**src/rtl/lsu_rmw.sv**
```systemverilog
// lsu_rmw: load/store unit between the execute/memory stage and a word-only
// data memory (combinational read, synchronous full-word write).
//   - Byte/halfword loads: lane extract plus sign/zero extension, 1-cycle latency.
//   - Word stores: written in the accept cycle, response the next cycle.
//   - Byte/halfword stores: read-modify-write through a merge buffer, with
//     one WRITE stall cycle.
//   - Misaligned accesses and the reserved size return resp_err and never
//     touch memory.
// Ports:
//   clk, rst                 clock, asynchronous active-high reset
//   req_valid/req_ready      request handshake
//   req_we, req_size         request type; size 0=B, 1=H, 2=W, 3=reserved
//   req_unsigned             zero-extend loads when set
//   req_addr, req_wdata      byte address, right-justified store data
//   resp_valid               single-cycle completion pulse
//   resp_rdata, resp_err     load result, error flag
//   mem_we, mem_addr         data memory write enable, word-aligned address
//   mem_wdata, mem_rdata     data memory write word, read word
module lsu_rmw #(
  parameter int unsigned ADDR_W = 32,
  parameter int unsigned DATA_W = 32
) (
  input  logic              clk,
  input  logic              rst,
  input  logic              req_valid,
  output logic              req_ready,
  input  logic              req_we,
  input  logic [1:0]        req_size,
  input  logic              req_unsigned,
  input  logic [ADDR_W-1:0] req_addr,
  input  logic [DATA_W-1:0] req_wdata,
  output logic              resp_valid,
  output logic [DATA_W-1:0] resp_rdata,
  output logic              resp_err,
  output logic              mem_we,
  output logic [ADDR_W-1:0] mem_addr,
  output logic [DATA_W-1:0] mem_wdata,
  input  logic [DATA_W-1:0] mem_rdata
);

  typedef enum logic {
    IDLE  = 1'b0,
    WRITE = 1'b1
  } state_t;

  state_t              state_q, state_d;
  logic [ADDR_W-1:0]   addr_q, addr_d;
  logic [DATA_W-1:0]   merge_q, merge_d;
  logic [DATA_W-1:0]   rdata_q, rdata_d;
  logic                valid_q, valid_d;
  logic                err_q, err_d;

  logic                accept;
  logic                misal;
  logic [4:0]          sh_b;
  logic [4:0]          sh_h;
  logic [7:0]          lane_b;
  logic [15:0]         lane_h;
  logic [DATA_W-1:0]   load_ext;
  logic [DATA_W-1:0]   merged;
  logic [ADDR_W-1:0]   word_addr;

  assign req_ready = (state_q == IDLE);
  assign accept    = req_valid & req_ready;
  assign word_addr = {req_addr[ADDR_W-1:2], 2'b00};

  // Bit offsets of the addressed byte / halfword lane (little-endian).
  assign sh_b = {req_addr[1:0], 3'b000};
  assign sh_h = {req_addr[1], 4'b0000};

  always_comb begin
    misal = 1'b0;
    case (req_size)
      2'd0:    misal = 1'b0;
      2'd1:    misal = req_addr[0];
      2'd2:    misal = (req_addr[1:0] != 2'b00);
      default: misal = 1'b1;
    endcase
  end

  always_comb begin
    lane_b   = 8'(mem_rdata >> sh_b);
    lane_h   = 16'(mem_rdata >> sh_h);
    load_ext = mem_rdata;
    case (req_size)
      2'd0:    load_ext = req_unsigned ? {{(DATA_W-8){1'b0}}, lane_b}
                                       : {{(DATA_W-8){lane_b[7]}}, lane_b};
      2'd1:    load_ext = req_unsigned ? {{(DATA_W-16){1'b0}}, lane_h}
                                       : {{(DATA_W-16){lane_h[15]}}, lane_h};
      default: load_ext = mem_rdata;
    endcase
  end

  // Clear the target lane of the current memory word, then OR in the
  // shifted store data; only meaningful for byte/halfword stores.
  always_comb begin
    merged = mem_rdata;
    case (req_size)
      2'd0: merged = (mem_rdata & ~({{(DATA_W-8){1'b0}}, 8'hFF} << sh_b))
                   | ({{(DATA_W-8){1'b0}}, req_wdata[7:0]} << sh_b);
      2'd1: merged = (mem_rdata & ~({{(DATA_W-16){1'b0}}, 16'hFFFF} << sh_h))
                   | ({{(DATA_W-16){1'b0}}, req_wdata[15:0]} << sh_h);
      default: merged = mem_rdata;
    endcase
  end

  always_comb begin
    state_d = state_q;
    addr_d  = addr_q;
    merge_d = merge_q;
    valid_d = 1'b0;
    err_d   = 1'b0;
    rdata_d = '0;
    case (state_q)
      IDLE: begin
        if (accept) begin
          if (misal) begin
            valid_d = 1'b1;
            err_d   = 1'b1;
          end else if (!req_we) begin
            valid_d = 1'b1;
            rdata_d = load_ext;
          end else if (req_size == 2'd2) begin
            valid_d = 1'b1;
          end else begin
            state_d = WRITE;
            addr_d  = word_addr;
            merge_d = merged;
          end
        end
      end
      WRITE: begin
        state_d = IDLE;
        valid_d = 1'b1;
      end
      default: state_d = IDLE;
    endcase
  end

  always_ff @(posedge clk or posedge rst) begin
    if (rst) begin
      state_q <= IDLE;
      addr_q  <= '0;
      merge_q <= '0;
      rdata_q <= '0;
      valid_q <= 1'b0;
      err_q   <= 1'b0;
    end else begin
      state_q <= state_d;
      addr_q  <= addr_d;
      merge_q <= merge_d;
      rdata_q <= rdata_d;
      valid_q <= valid_d;
      err_q   <= err_d;
    end
  end

  assign resp_valid = valid_q;
  assign resp_rdata = rdata_q;
  assign resp_err   = err_q;

  // Word stores write in the accept cycle; sub-word stores write the merge
  // buffer during WRITE. Reset forces IDLE, so a pending RMW write drops at once.
  assign mem_we    = (state_q == WRITE)
                   | (accept & req_we & (req_size == 2'd2) & ~misal);
  assign mem_addr  = (state_q == WRITE) ? addr_q : word_addr;
  assign mem_wdata = (state_q == WRITE) ? merge_q : req_wdata;

endmodule

```
**config.mk**
```make
export PLATFORM = sky130hd
export DESIGN_NAME = lsu_rmw
export DESIGN_NICKNAME = d
export VERILOG_FILES = /design/src/rtl/lsu_rmw.sv
export SDC_FILE = /design/constraint.sdc
export NUM_CORES = 1
export LEC_CHECK = 0
export ABC_AREA = 1
export BUFFER_PORTS_ARGS = -buffer_cell sky130_fd_sc_hd__buf_2
export CAP_MARGIN = 20
export CELL_PAD_IN_SITES_DETAIL_PLACEMENT = 2
export CELL_PAD_IN_SITES_GLOBAL_PLACEMENT = 2
export CORE_ASPECT_RATIO = 1.75
export CORE_MARGIN = 2
export CORE_UTILIZATION = 24
export CTS_CLUSTER_SIZE = 24
export DETAILED_ROUTE_END_ITERATION = 16
export PLACE_DENSITY = 0.88
export SYNTH_ARGS = -nofsm -noshare
export SYNTH_HDL_FRONTEND = slang
export SYNTH_SLANG_ARGS = --single-unit
```
**constraint.sdc**
```tcl
create_clock -name clk -period 2.8 [get_ports clk]
set_input_delay 0.28 -clock clk [delete_from_list [all_inputs] [get_ports clk]]
set_output_delay 0.28 -clock clk [all_outputs]
set_load 0.005 [all_outputs]
```
### After elaboration in Yosys (flattened, before gate mapping)

Cells that the tools add are included.

* input port bits: 103
* register bits: 97
* output and inout port bits: 100
* word-level logic and storage cells: 55

* bitwise operators: 14
* shift operators: 6
* mux-type cells: 24
* equality and inequality tests: 2
* reduce and logical (&&, ||, !) cells: 3

Operators by type and width (number)
* $mux 32: 8
* $pmux 32 s2: 2
* $and 32x32->32: 2
* $not 32->32: 2
* $or 32x32->32: 2
* $shl 16x5->32: 1
* $shl 16x5->32 const A: 1
* $shl 8x5->32: 1
* $shl 8x5->32 const A: 1
* $shr 32x5->16: 1
* $shr 32x5->8: 1
* $mux 1: 11
* $reduce_and 5->1: 1
* $and 1x1->1: 4
* $pmux 1 s2: 2
* $not 1->1: 3
* $pmux 1 s3: 1
* $eq 2x1->1 const B: 1
* $eq 2x2->1 const B: 1
* $logic_not 2->1: 1
* $reduce_bool 2->1: 1
* $or 1x1->1: 1

### Logic depth before layout (Yosys ltp)

Gate-level depths: netlist of the first run.

* word-level depth: 7
* gate-level depth with buffers: 10
* mapped depth without buffers: 9

### Least setup slack after synthesis of the first run

OpenSTA, ideal clock, no wires.

* kind: flip-flop to output port
* start: register state_q
* end: output port mem_wdata[21]
* data arrival time: 1301 ps
* path slack: 1219 ps
* stages on the path, launching flop included: 6
* buffers on the path: 3
* data required time: 2520 ps
* cells stage by stage: dfrtp_1 > clkbuf_1 > clkbuf_1 > clkbuf_1 > nand2_1 > nand2_1

* longest elaborated chain between the ends: 1

RTL lines
* from (decl): RTL line 46 `state_t state_q, state_d;`
* from (signal assigned): RTL line 149 `state_q <= state_d;`
* $mux 32: RTL line 167 `assign mem_wdata = (state_q == WRITE) ? merge_q : req_wdata;`
* to (decl): RTL line 37 `output logic [DATA_W-1:0] mem_wdata,`

No other way between the ends.

### Worst setup path in the final report of the first run

* start: input port req_addr[1]
* end: output port mem_we

* longest elaborated chain between the ends: 5

RTL lines
* from (decl): RTL line 30 `input logic [ADDR_W-1:0] req_addr,`
* $reduce_bool 2->1: RTL line 76 `2'd2: misal = (req_addr[1:0] != 2'b00);`
* $pmux 1 s3: RTL line 73 `case (req_size)`
* $not 1->1 (no source line)
* $and 1x1->1: RTL line 165 `| (accept & req_we & (req_size == 2'd2) & ~misal);`
* $or 1x1->1: RTL line 165
* to (decl): RTL line 35 `output logic mem_we,`

No other way between the ends.

==> flow_results.xml, run 1 <==
<?xml version="1.0" encoding="UTF-8"?>
<metrics>
  <group name="outcome">
    <metric name="outcome" unit="">completed</metric>
  </group>
  <group name="global_route">
    <metric name="grt_pass1_wl" unit="um">38500</metric>
    <metric name="overflow" unit="">0</metric>
    <metric name="grt_usage" unit="">0.198</metric>
    <metric name="initial_antenna_violation_count" unit="">0</metric>
    <metric name="number_of_global_route_vias_before_repair" unit="">7003</metric>
    <metric name="grt_start_max_net_pins" unit="">69</metric>
  </group>
  <group name="synth">
    <metric name="ys.flop_type" unit="">sky130_fd_sc_hd__dfrtp_1</metric>
    <metric name="synth_cell_types" unit="">27</metric>
    <metric name="share_of_flip_flops_with_an_asynchronous_set_or_reset_after_synthesis" unit="">1.00</metric>
    <metric name="synth_edf_count" unit="">0</metric>
    <metric name="ys_ff_latch" unit="">97</metric>
    <metric name="ys_warn_count" unit="">0</metric>
    <metric name="ys_seq_area_frac" unit="">0.429</metric>
    <metric name="netlist_area" unit="sq um">5660</metric>
    <metric name="syn-mean-instance-area" unit="sq um">6.76</metric>
    <metric name="synthCells" unit="">837</metric>
  </group>
  <group name="setup_path">
    <metric name="critical_path_required" unit="ns">2.52</metric>
    <metric name="slowest_delay" unit="ns">0.41</metric>
    <metric name="critical_path.cell_chain" unit="">buf_2 -&gt; nor2_2 -&gt; inv_1 -&gt; o21ai_2 -&gt; nand2_1 -&gt; o21ai_0 -&gt; buf_2</metric>
    <metric name="worst-path-max-fanout" unit="">13</metric>
    <metric name="cp_top_family" unit="">simple AND/OR/NAND/NOR gates</metric>
    <metric name="critical_path.n_buffers_inverters" unit="">3</metric>
    <metric name="startpoint_type" unit="">input pin</metric>
    <metric name="critical-path-top-cell-by-count" unit="">sky130_fd_sc_hd__buf_2</metric>
    <metric name="criticalPathCategory" unit="">in2out</metric>
    <metric name="worst-endpoint-arrival" unit="ns">1.85</metric>
    <metric name="setup.worst_path.end_class" unit="">primary output</metric>
    <metric name="cp_slowest_cell" unit="">sky130_fd_sc_hd__nor2_2</metric>
  </group>
  <group name="final_layout">
    <metric name="finish.net_count" unit="">1122</metric>
    <metric name="drive_above_1_share" unit="">0.258</metric>
    <metric name="area.growth.synth_to_final" unit="%">28.4</metric>
    <metric name="antennaDiodeCount" unit="">0</metric>
    <metric name="final_util" unit="">0.313</metric>
    <metric name="filler_cell_count" unit="">2854</metric>
    <metric name="fin_area" unit="sq um">7270</metric>
  </group>
  <group name="sta">
    <metric name="maxClockFrequency" unit="MHz">469</metric>
    <metric name="final_period_utilization" unit="">0.762</metric>
    <metric name="hold_violations" unit="">0</metric>
    <metric name="final-max-slew-violation-count" unit="">0</metric>
    <metric name="rsz0062_at_grt" unit="">false</metric>
    <metric name="timing.final.setup_violations" unit="">0</metric>
    <metric name="tightestPinTransition" unit="ns">0.862</metric>
    <metric name="maxSlewHeadroom" unit="">0.424</metric>
    <metric name="final.setup.tns" unit="ns">0</metric>
    <metric name="skew" unit="ns">0.00498</metric>
    <metric name="fin_crit" unit="ns">2.13</metric>
    <metric name="final.hold.worst_slack" unit="ns">0.0886</metric>
  </group>
  <group name="power">
    <metric name="powerDensity" unit="nW/um^2">540</metric>
    <metric name="finalPower" unit="mW">3.93</metric>
    <metric name="max-vdd-ir-drop" unit="mV">0.228</metric>
    <metric name="power.static_leakage" unit="nW">4.02</metric>
  </group>
  <group name="placed_design">
    <metric name="dp_hpwl" unit="um">19700</metric>
    <metric name="gp_congestion" unit="">0.898</metric>
    <metric name="place.port_buffers" unit="">200</metric>
    <metric name="dpl_cell_area" unit="sq um">6970</metric>
  </group>
  <group name="route">
    <metric name="routed-via-count" unit="">6281</metric>
    <metric name="route.detailed.drc" unit="">0</metric>
    <metric name="drt_first_iter_violations" unit="">234</metric>
    <metric name="wl_per_cell" unit="um">18.3</metric>
    <metric name="viasPerCell" unit="">4.73</metric>
    <metric name="first_pass_iteration_count_of_the_detailed_router" unit="">4</metric>
    <metric name="antenna_left" unit="">0</metric>
    <metric name="wl" unit="um">24300</metric>
  </group>
  <group name="clock_network">
    <metric name="cts.path.max_buffers" unit="">2</metric>
    <metric name="clock_tree.root_cell" unit="">sky130_fd_sc_hd__clkbuf_16</metric>
    <metric name="cts.repair_timing.setup_buffer_count" unit="">0</metric>
    <metric name="clk_pin_slew" unit="ns">0.07</metric>
    <metric name="clock_latency" unit="ns">0.35</metric>
    <metric name="tritoncts.num_buffers" unit="">9</metric>
    <metric name="ctsHoldBuffers" unit="">0</metric>
    <metric name="clock_sink_count" unit="">97</metric>
    <metric name="cts_tree" unit="">done</metric>
    <metric name="postCtsResizedCells" unit="">0</metric>
    <metric name="cts_htree_levels" unit="">3</metric>
  </group>
  <group name="floorplanning">
    <metric name="io_pins" unit="">203</metric>
    <metric name="placementRows" unit="">74</metric>
    <metric name="floorplan.core_area" unit="sq um">23200</metric>
    <metric name="die-area" unit="sq um">24900</metric>
    <metric name="die_height" unit="um">207</metric>
    <metric name="initial_core_util" unit="">0.244</metric>
    <metric name="die_x" unit="um">120</metric>
  </group>
  <group name="hold_path">
    <metric name="hold_path_class" unit="">in2async</metric>
  </group>
  <group name="job">
    <metric name="maxCapViolCount" unit="">0</metric>
  </group>
</metrics>
## state kept, by name, indices dropped and copies added, names as in the netlist
register    count
resp_valid      1
addr_q         30
state_q         1
resp_rdata     32
resp_err        1
merge_q        32
## layer usage
layer	routed length [um]	track usage
met1	9240	0.218
met2	13100	0.370
met3	781	0.0184
met4	1150	0.0978
met5	0	0
## through the flow
step / worst slack [ns] / instances
detailed placement: 0.527 / 1312
floorplan: 1.22 / 838
global placement: 0.734 / 1312
finish: 0.666 / 1328
CTS: 0.665 / 1328
global route: 0.490 / 1328
## layout make-up
| cell class | count | area, sq um | share of cell area |
|---|---|---|---|
| Multi-Input combinational cell | 620 | 2720 | 0.374 |
| Sequential cell | 97 | 2430 | 0.334 |
| Timing Repair Buffer | 220 | 1160 | 0.160 |
| Tap cell | 304 | 380 | 0.0523 |
| Inverter | 71 | 270 | 0.0372 |
| Clock buffer | 9 | 225 | 0.0310 |
| Clock inverter | 7 | 77.6 | 0.0107 |
## report_power, final
part	switching, mW	internal [mW]	total (mW)
logic	0.546	0.330	0.876
clock network	0.583	0.703	1.29
registers	0.127	1.64	1.77
total	1.26	2.67	3.93
## cells in the mapped netlist, types with 2 or more instances
library cell / number / area, sq um
sky130_fd_sc_hd__a21boi_0: 3 / 22.5
sky130_fd_sc_hd__inv_2: 5 / 18.8
sky130_fd_sc_hd__nand3_1: 8 / 40.0
sky130_fd_sc_hd__nor3_1: 2 / 10.0
sky130_fd_sc_hd__dfrtp_1: 97 / 2430
sky130_fd_sc_hd__a21oi_1: 39 / 195
sky130_fd_sc_hd__buf_1: 2 / 7.51
sky130_fd_sc_hd__inv_1: 65 / 244
sky130_fd_sc_hd__o211ai_1: 5 / 37.5
sky130_fd_sc_hd__nand2_1: 346 / 1300
sky130_fd_sc_hd__a22oi_1: 7 / 52.6
sky130_fd_sc_hd__nor2_1: 49 / 184
sky130_fd_sc_hd__o22ai_1: 22 / 138
sky130_fd_sc_hd__nor2_2: 13 / 81.3
sky130_fd_sc_hd__nand2_2: 6 / 37.5
sky130_fd_sc_hd__o21a_1: 3 / 22.5
sky130_fd_sc_hd__buf_2: 12 / 60.1
sky130_fd_sc_hd__clkbuf_1: 25 / 93.8
sky130_fd_sc_hd__o21ai_1: 24 / 120
sky130_fd_sc_hd__buf_6: 3 / 33.8
sky130_fd_sc_hd__o21ai_0: 88 / 440
sky130_fd_sc_hd__buf_4: 8 / 60.1
## worst paths after layout
path | startpoint | to | slack, ns | depth (start not counted)
max in group asynchronous | rst | state_q$_DFF_PP0_ | 1.79 | 3
setup reg to reg | state_q$_DFF_PP0_ | merge_q[19]$_DFFE_PP0P_ | 0.76 | 7
hold reg to reg | merge_q[28]$_DFFE_PP0P_ | merge_q[28]$_DFFE_PP0P_ | 0.48 | 2
min in group clk | req_addr[21] | addr_q[21]$_DFFE_PP0P_ | 0.18 | 3
hold / removal | rst | addr_q[26]$_DFFE_PP0P_ | 0.09 | 2
setup / recovery | req_addr[1] | mem_we | 0.67 | 7
## layout by cell type, fill, tap and decap left out, types with 7 or more instances in the layout
cell type                   count
sky130_fd_sc_hd__dfrtp_1       96
sky130_fd_sc_hd__nor2_1        49
sky130_fd_sc_hd__o21ai_1       24
sky130_fd_sc_hd__nand2_1      346
sky130_fd_sc_hd__o21ai_0       88
sky130_fd_sc_hd__buf_4         19
sky130_fd_sc_hd__a22oi_1        7
sky130_fd_sc_hd__o22ai_1       22
sky130_fd_sc_hd__inv_1         64
sky130_fd_sc_hd__clkbuf_16      9
sky130_fd_sc_hd__buf_2        200
sky130_fd_sc_hd__nand3_1        8
sky130_fd_sc_hd__nor2_2        13
sky130_fd_sc_hd__a21oi_1       39
## worst register-to-register path: stages, from the launching register on
cell and delay [ns]:
sky130_fd_sc_hd__dfrtp_4 0.49, sky130_fd_sc_hd__buf_4 0.25, sky130_fd_sc_hd__nor3_1 0.39, sky130_fd_sc_hd__nand2_4 0.22, sky130_fd_sc_hd__inv_1 0.11, sky130_fd_sc_hd__buf_4 0.31
sky130_fd_sc_hd__nand2_1 0.12, sky130_fd_sc_hd__nand2_1 0.09
## logic make-up (layout without fill, tap and decap cells)
| kind of cell | Yosys count | after routing | synth area share |
|---|---|---|---|
| AO/OA/AOI/OAI | 193 | 193 | 0.185 |
| buffers and inverters | 121 | 307 | 0.0922 |
| flip-flops | 97 | 97 | 0.429 |
| other | 1 | 2 | 0.000662 |
| AND/OR/NAND/NOR | 425 | 425 | 0.294 |
No activity file was read; power rests on OpenSTA's default activity.
==> run 2: changes to the inputs <==
- CORE_UTILIZATION: 24 -> 26
- PLACE_DENSITY: 0.88 -> 0.9
- clock period: 2.8 -> 2.14 ns (I/O delays scaled with it)
==> run 2 against run 1 <==
Critical path type is now reg2reg. Setup slack got worse by 0.48 ns. The flow now finishes with violations (negative hold slack). Clock power increased by 40%. Highest routed layer unchanged. Critical endpoint is now merge_q[15]$_DFFE_PP0P_. Combinational power grew 34%.
==> flow_results.xml, run 2 (synthesis gave the netlist of run 1 again) <==
<?xml version="1.0" encoding="UTF-8"?>
<metrics>
  <group name="floorplanning">
    <metric name="initial_core_util" unit="">0.264</metric>
    <metric name="floorplan.core_area" unit="sq um">21400</metric>
    <metric name="io_pins" unit="">203</metric>
    <metric name="die-area" unit="sq um">23000</metric>
    <metric name="die_x" unit="um">116</metric>
    <metric name="die_height" unit="um">199</metric>
    <metric name="placementRows" unit="">71</metric>
  </group>
  <group name="global_route">
    <metric name="grt_util_met2" unit="">0.404</metric>
    <metric name="grt_pass1_wl" unit="um">37600</metric>
    <metric name="grt_start_max_net_pins" unit="">98</metric>
    <metric name="overflow" unit="">0</metric>
    <metric name="number_of_global_route_vias_before_repair" unit="">6805</metric>
    <metric name="global_route.usage.met1" unit="">0.228</metric>
    <metric name="initial_antenna_violation_count" unit="">2</metric>
    <metric name="grt_util_met3" unit="">0.0276</metric>
    <metric name="global_routing_s_busiest_layer" unit="">met2</metric>
    <metric name="grt_usage" unit="">0.217</metric>
  </group>
  <group name="setup_path">
    <metric name="critical-path-top-cell-by-count" unit="">sky130_fd_sc_hd__nand2_1</metric>
    <metric name="critical_path.n_buffers_inverters" unit="">2</metric>
    <metric name="regToRegEndpoint" unit="">merge_q[15]$_DFFE_PP0P_</metric>
    <metric name="criticalPathCategory" unit="">reg2reg</metric>
    <metric name="crit-reg2reg-launch" unit="">state_q$_DFF_PP0_</metric>
    <metric name="cp-endpoint" unit="">merge_q[15]$_DFFE_PP0P_</metric>
    <metric name="reg2reg_setup_slack" unit="ns">0.19</metric>
    <metric name="critical_path.cell_chain" unit="">nor2_1 -&gt; nand2_1 -&gt; nor3_4 -&gt; nand2_4 -&gt; inv_1 -&gt; buf_12 -&gt; nand2_1 -&gt; nand2_1</metric>
    <metric name="startpoint_type" unit="">flop</metric>
    <metric name="cp_top_family" unit="">simple AND/OR/NAND/NOR gates</metric>
    <metric name="slowest_delay" unit="ns">0.53</metric>
    <metric name="cp_slowest_cell" unit="">sky130_fd_sc_hd__dfrtp_4</metric>
    <metric name="worst-path-max-fanout" unit="">31</metric>
    <metric name="critical_path_required" unit="ns">2.44</metric>
    <metric name="worst-endpoint-arrival" unit="ns">2.25</metric>
    <metric name="setup.worst_path.end_class" unit="">flop</metric>
    <metric name="timing.critical_path.depth" unit="">8</metric>
    <metric name="setup_crit_start" unit="">state_q$_DFF_PP0_</metric>
    <metric name="r2r.worst_path.cells" unit="">8</metric>
  </group>
  <group name="route">
    <metric name="route.detailed.drc" unit="">0</metric>
    <metric name="antenna_left" unit="">0</metric>
    <metric name="wl_per_cell" unit="um">18.8</metric>
    <metric name="routed-via-count" unit="">6367</metric>
    <metric name="drt_first_iter_violations" unit="">233</metric>
    <metric name="viasPerCell" unit="">4.82</metric>
    <metric name="wl" unit="um">24800</metric>
    <metric name="first_pass_iteration_count_of_the_detailed_router" unit="">4</metric>
  </group>
  <group name="sta">
    <metric name="final.hold.worst_slack" unit="ns">-0.0377</metric>
    <metric name="skew" unit="ns">0.00612</metric>
    <metric name="tightestPinTransition" unit="ns">0.600</metric>
    <metric name="fin_crit" unit="ns">1.95</metric>
    <metric name="rsz0062_at_grt" unit="">false</metric>
    <metric name="maxSlewHeadroom" unit="">0.598</metric>
    <metric name="hold_violations" unit="">25</metric>
    <metric name="final.setup.tns" unit="ns">0</metric>
    <metric name="maxClockFrequency" unit="MHz">512</metric>
    <metric name="final_period_utilization" unit="">0.912</metric>
    <metric name="timing.final.setup_violations" unit="">0</metric>
    <metric name="setup_ws" unit="ns">0.188</metric>
    <metric name="final-max-slew-violation-count" unit="">0</metric>
  </group>
  <group name="final_layout">
    <metric name="drive_above_1_share" unit="">0.259</metric>
    <metric name="post_layout_nonfiller_instances" unit="">1320</metric>
    <metric name="final_cell_mix" unit="">346 x sky130_fd_sc_hd__nand2_1, 200 x sky130_fd_sc_hd__buf_2, 96 x sky130_fd_sc_hd__dfrtp_1</metric>
    <metric name="final_util" unit="">0.343</metric>
    <metric name="fin_area" unit="sq um">7340</metric>
    <metric name="mostFrequentLayoutCell" unit="">sky130_fd_sc_hd__nand2_1</metric>
    <metric name="finish.net_count" unit="">1124</metric>
    <metric name="area.growth.synth_to_final" unit="%">29.7</metric>
  </group>
  <group name="power">
    <metric name="intPower" unit="mW">3.64</metric>
    <metric name="share_comb_of_total_power" unit="">0.220</metric>
    <metric name="powerDensity" unit="nW/um^2">721</metric>
    <metric name="switching_share" unit="">0.312</metric>
    <metric name="p_seq_frac" unit="">0.438</metric>
    <metric name="power.share.clock" unit="">0.341</metric>
    <metric name="power.static_leakage" unit="nW">4.06</metric>
    <metric name="finalPower" unit="mW">5.29</metric>
    <metric name="power.switching" unit="mW">1.65</metric>
    <metric name="max-vdd-ir-drop" unit="mV">0.309</metric>
  </group>
  <group name="clock_network">
    <metric name="clock_latency" unit="ns">0.36</metric>
    <metric name="clk_pin_slew" unit="ns">0.07</metric>
    <metric name="cts_htree_levels" unit="">3</metric>
    <metric name="tritoncts.num_buffers" unit="">9</metric>
    <metric name="clock_tree.root_cell" unit="">sky130_fd_sc_hd__clkbuf_16</metric>
    <metric name="cts.repair_timing.setup_buffer_count" unit="">0</metric>
    <metric name="cts.path.max_buffers" unit="">2</metric>
    <metric name="clock_sink_count" unit="">97</metric>
    <metric name="cts_tree" unit="">done</metric>
  </group>
  <group name="placed_design">
    <metric name="dpl_cell_area" unit="sq um">7000</metric>
    <metric name="place.port_buffers" unit="">200</metric>
    <metric name="post-place-cells" unit="">1301</metric>
    <metric name="dp_worst_setup_slack" unit="ns">0.128</metric>
    <metric name="dp_hpwl" unit="um">19100</metric>
    <metric name="gp_congestion" unit="">0.858</metric>
  </group>
  <group name="outcome">
    <metric name="violations" unit="">negative hold slack</metric>
    <metric name="outcome" unit="">complete, but fails checks</metric>
  </group>
  <group name="job">
    <metric name="maxCapViolCount" unit="">0</metric>
  </group>
  <group name="hold_path">
    <metric name="hold_path_class" unit="">in2async</metric>
  </group>
</metrics>
[run 2: worst min path at each step]
stage / slack, ns / end / depth (start not counted) / start
after global routing: 0.03 / addr_q[22]$_DFFE_PP0P_ / 3 / rst
after global placement: 0.41 / addr_q[22]$_DFFE_PP0P_ / 3 / rst
final: -0.04 / addr_q[22]$_DFFE_PP0P_ / 3 / rst
after floorplan: 0.35 / resp_err$_DFF_PP0_ / 2 / req_valid
after detailed placement: 0.42 / addr_q[29]$_DFFE_PP0P_ / 3 / rst
after CTS: 0.02 / addr_q[29]$_DFFE_PP0P_ / 3 / rst
[run 2: timing repair]
| item | 4_1_cts | 5_1_grt |
|---|---|---|
| endpoints found under the setup margin | 0 | 23 |
| hold buffers | 0 | 0 |
| resized for setup | 0 | 3 |
[run 2: area by class of cell]
class / instances / area (sq um)
Sequential cell: 97 / 2430
Clock buffer: 11 / 243
Multi-Input combinational cell: 621 / 2740
Antenna cell: 2 / 5.00
Inverter: 71 / 270
Clock inverter: 5 / 78.8
Fill cell: 2608 / 14100
Timing Repair Buffer: 221 / 1210
Tap cell: 292 / 365
[run 2: routing by layer]
layer	wire length, um	share of wire
met5	0	0
met3	957	0.039
met4	1210	0.049
met2	13600	0.55
met1	9010	0.36
[run 2: power by group through the flow]
stage / Clock [mW] / Sequential, mW / Combinational (mW)
floorplan: 0 / 2.30 / 0.675
global placement: 0 / 2.33 / 1.10
detailed placement: 0 / 2.35 / 1.17
CTS: 1.87 / 2.32 / 1.18
global route: 1.92 / 2.36 / 1.33
finish: 1.81 / 2.32 / 1.17
[run 2: worst reg2reg max path: stages (launching register included)]
cell and delay [ns]:
sky130_fd_sc_hd__dfrtp_4 0.53, sky130_fd_sc_hd__nor2_1 0.23, sky130_fd_sc_hd__nand2_1 0.13, sky130_fd_sc_hd__nor3_4 0.26
sky130_fd_sc_hd__nand2_4 0.21, sky130_fd_sc_hd__inv_1 0.17, sky130_fd_sc_hd__buf_12 0.19, sky130_fd_sc_hd__nand2_1 0.08
sky130_fd_sc_hd__nand2_1 0.07
==> run 3: changes to the inputs <==
- CORE_UTILIZATION: 26 -> 28
- PLACE_DENSITY: 0.9 -> 0.95
- clock period: 2.14 -> 2.5 ns (I/O delays scaled with it)
==> run 3 against run 2 <==
The run now ends clean. Sequential share of layout area increased by 0.69 points. Critical path type is now reg2out. Power is 17% lower. Core utilization up 2.0 points. Wire length is 2.0% lower. Hold slack better by 0.19 ns. Final cell count fell by 4.0%. Largest cell class unchanged. Sequential cell count stayed put. Sequential power fell by 15%. Clock power is 20% lower.
==> flow_results.xml, run 3 (synthesis gave the netlist of run 1 again) <==
<?xml version="1.0" encoding="UTF-8"?>
<metrics>
  <group name="route">
    <metric name="wl" unit="um">24300</metric>
    <metric name="wl_per_cell" unit="um">19.2</metric>
    <metric name="first_pass_iteration_count_of_the_detailed_router" unit="">4</metric>
    <metric name="viasPerCell" unit="">4.99</metric>
    <metric name="drt_first_iter_violations" unit="">239</metric>
    <metric name="route.detailed.drc" unit="">0</metric>
    <metric name="routed-via-count" unit="">6318</metric>
    <metric name="antenna_left" unit="">0</metric>
  </group>
  <group name="clock_network">
    <metric name="clock_sink_count" unit="">97</metric>
    <metric name="clock_latency" unit="ns">0.35</metric>
    <metric name="clock_tree.root_cell" unit="">sky130_fd_sc_hd__clkbuf_16</metric>
    <metric name="cts_tree" unit="">done</metric>
    <metric name="clk_pin_slew" unit="ns">0.07</metric>
    <metric name="cts.path.max_buffers" unit="">2</metric>
    <metric name="cts_htree_levels" unit="">3</metric>
    <metric name="tritoncts.num_buffers" unit="">9</metric>
  </group>
  <group name="sta">
    <metric name="final_period_utilization" unit="">0.808</metric>
    <metric name="final.setup.tns" unit="ns">0</metric>
    <metric name="maxClockFrequency" unit="MHz">495</metric>
    <metric name="hold_violations" unit="">0</metric>
    <metric name="tightestPinTransition" unit="ns">0.656</metric>
    <metric name="final.hold.worst_slack" unit="ns">0.149</metric>
    <metric name="rsz0062_at_grt" unit="">false</metric>
    <metric name="final-max-slew-violation-count" unit="">0</metric>
    <metric name="maxSlewHeadroom" unit="">0.561</metric>
    <metric name="fin_crit" unit="ns">2.02</metric>
    <metric name="setup_ws" unit="ns">0.480</metric>
    <metric name="timing.final.setup_violations" unit="">0</metric>
    <metric name="skew" unit="ns">0.00715</metric>
  </group>
  <group name="global_route">
    <metric name="global_routing_s_busiest_layer" unit="">met2</metric>
    <metric name="grt_pass1_wl" unit="um">37900</metric>
    <metric name="grt_start_max_net_pins" unit="">70</metric>
    <metric name="global_route.usage.met1" unit="">0.236</metric>
    <metric name="overflow" unit="">0</metric>
    <metric name="number_of_global_route_vias_before_repair" unit="">7075</metric>
    <metric name="grt_usage" unit="">0.227</metric>
    <metric name="initial_antenna_violation_count" unit="">1</metric>
    <metric name="grt_util_met3" unit="">0.0306</metric>
    <metric name="grt_util_met2" unit="">0.431</metric>
  </group>
  <group name="placed_design">
    <metric name="dp_hpwl" unit="um">19100</metric>
    <metric name="dpl_cell_area" unit="sq um">6870</metric>
    <metric name="gp_congestion" unit="">0.908</metric>
    <metric name="place.port_buffers" unit="">200</metric>
    <metric name="dp_worst_setup_slack" unit="ns">0.409</metric>
    <metric name="post-place-cells" unit="">1249</metric>
  </group>
  <group name="power">
    <metric name="power.static_leakage" unit="nW">4.01</metric>
    <metric name="powerDensity" unit="nW/um^2">612</metric>
    <metric name="finalPower" unit="mW">4.40</metric>
    <metric name="max-vdd-ir-drop" unit="mV">0.341</metric>
  </group>
  <group name="floorplanning">
    <metric name="placementRows" unit="">68</metric>
    <metric name="die_height" unit="um">192</metric>
    <metric name="die_x" unit="um">111</metric>
    <metric name="floorplan.core_area" unit="sq um">19800</metric>
    <metric name="initial_core_util" unit="">0.286</metric>
    <metric name="io_pins" unit="">203</metric>
    <metric name="die-area" unit="sq um">21400</metric>
  </group>
  <group name="setup_path">
    <metric name="critical_path_required" unit="ns">2.25</metric>
    <metric name="criticalPathCategory" unit="">reg2out</metric>
    <metric name="setup.worst_path.end_class" unit="">primary output</metric>
    <metric name="startpoint_type" unit="">flop</metric>
    <metric name="worst-path-max-fanout" unit="">69</metric>
    <metric name="worst-endpoint-arrival" unit="ns">1.77</metric>
  </group>
  <group name="hold_path">
    <metric name="hold_path_class" unit="">in2reg</metric>
  </group>
  <group name="job">
    <metric name="maxCapViolCount" unit="">0</metric>
  </group>
  <group name="final_layout">
    <metric name="finish.net_count" unit="">1119</metric>
    <metric name="drive_above_1_share" unit="">0.255</metric>
    <metric name="final_util" unit="">0.363</metric>
    <metric name="mostFrequentLayoutCell" unit="">sky130_fd_sc_hd__nand2_1</metric>
    <metric name="post_layout_nonfiller_instances" unit="">1267</metric>
    <metric name="seqCellArea" unit="sq um">2430</metric>
    <metric name="fin_area" unit="sq um">7190</metric>
    <metric name="area.growth.synth_to_final" unit="%">27.1</metric>
    <metric name="filler_cell_count" unit="">2445</metric>
    <metric name="multi_input_comb_area" unit="sq um">2720</metric>
    <metric name="final_cell_mix" unit="">346 x sky130_fd_sc_hd__nand2_1, 200 x sky130_fd_sc_hd__buf_2, 96 x sky130_fd_sc_hd__dfrtp_1</metric>
  </group>
  <group name="outcome">
    <metric name="outcome" unit="">completed</metric>
  </group>
</metrics>
[run 3: changes by cell type in the layout (fill, tap and decap cells not counted), sizes merged]
cell / delta
dlygate4sd3: +1
clkinvlp: +2
buf: -5
nand2: -1
diode: -1
clkbuf: -1
bufinv: -1
[run 3: path summary, 6_finish.rpt]
| path | start | to | slack, ns | cells past startpoint |
|---|---|---|---|---|
| min in group asynchronous | rst | addr_q[22]$_DFFE_PP0P_ | 0.48 | 3 |
| max in group asynchronous | rst | resp_rdata[29]$_DFF_PP0_ | 1.38 | 4 |
| max reg2reg | state_q$_DFF_PP0_ | merge_q[27]$_DFFE_PP0P_ | 0.55 | 8 |
| min reg2reg | merge_q[1]$_DFFE_PP0P_ | merge_q[1]$_DFFE_PP0P_ | 0.48 | 2 |
| max | state_q$_DFF_PP0_ | mem_wdata[25] | 0.48 | 4 |
| min | req_addr[20] | addr_q[20]$_DFFE_PP0P_ | 0.15 | 3 |
[run 3: layout make-up]
class,instances,area share
Antenna cell,1,0.000348
Multi-Input combinational cell,620,0.378
Sequential cell,97,0.338
Clock buffer,10,0.0332
Tap cell,245,0.0426
Clock inverter,6,0.00939
Inverter,71,0.0376
Timing Repair Buffer,217,0.161
[run 3: power by group]
| part | switching [mW] | internal, mW | leakage (nW) |
|---|---|---|---|
| combinational | 0.616 | 0.368 | 2.60 |
| sequential | 0.144 | 1.84 | 1.26 |
| clock | 0.631 | 0.805 | 0.145 |
[run 3: metal layers]
layer | routed length (um) | vias up
li1 | - | 3003
met1 | 8820 | 3065
met2 | 13300 | 184
met3 | 823 | 66
met4 | 1320 | 0
met5 | 0 | -
[run 3: repair_timing]
action / CTS / global route
endpoints found under the setup margin: 0 / 0
setup buffers: 0 / 0
hold buffers: 1 / 0
gates resized for setup: 0 / 0
endpoints found under the hold margin: 17 / 0
[run 3: critical path: stages (launching register included)]
cell and delay (ns):
sky130_fd_sc_hd__dfrtp_4 0.44, sky130_fd_sc_hd__buf_4 0.52, sky130_fd_sc_hd__nand2_1 0.21, sky130_fd_sc_hd__nand2_1 0.11, sky130_fd_sc_hd__buf_2 0.11
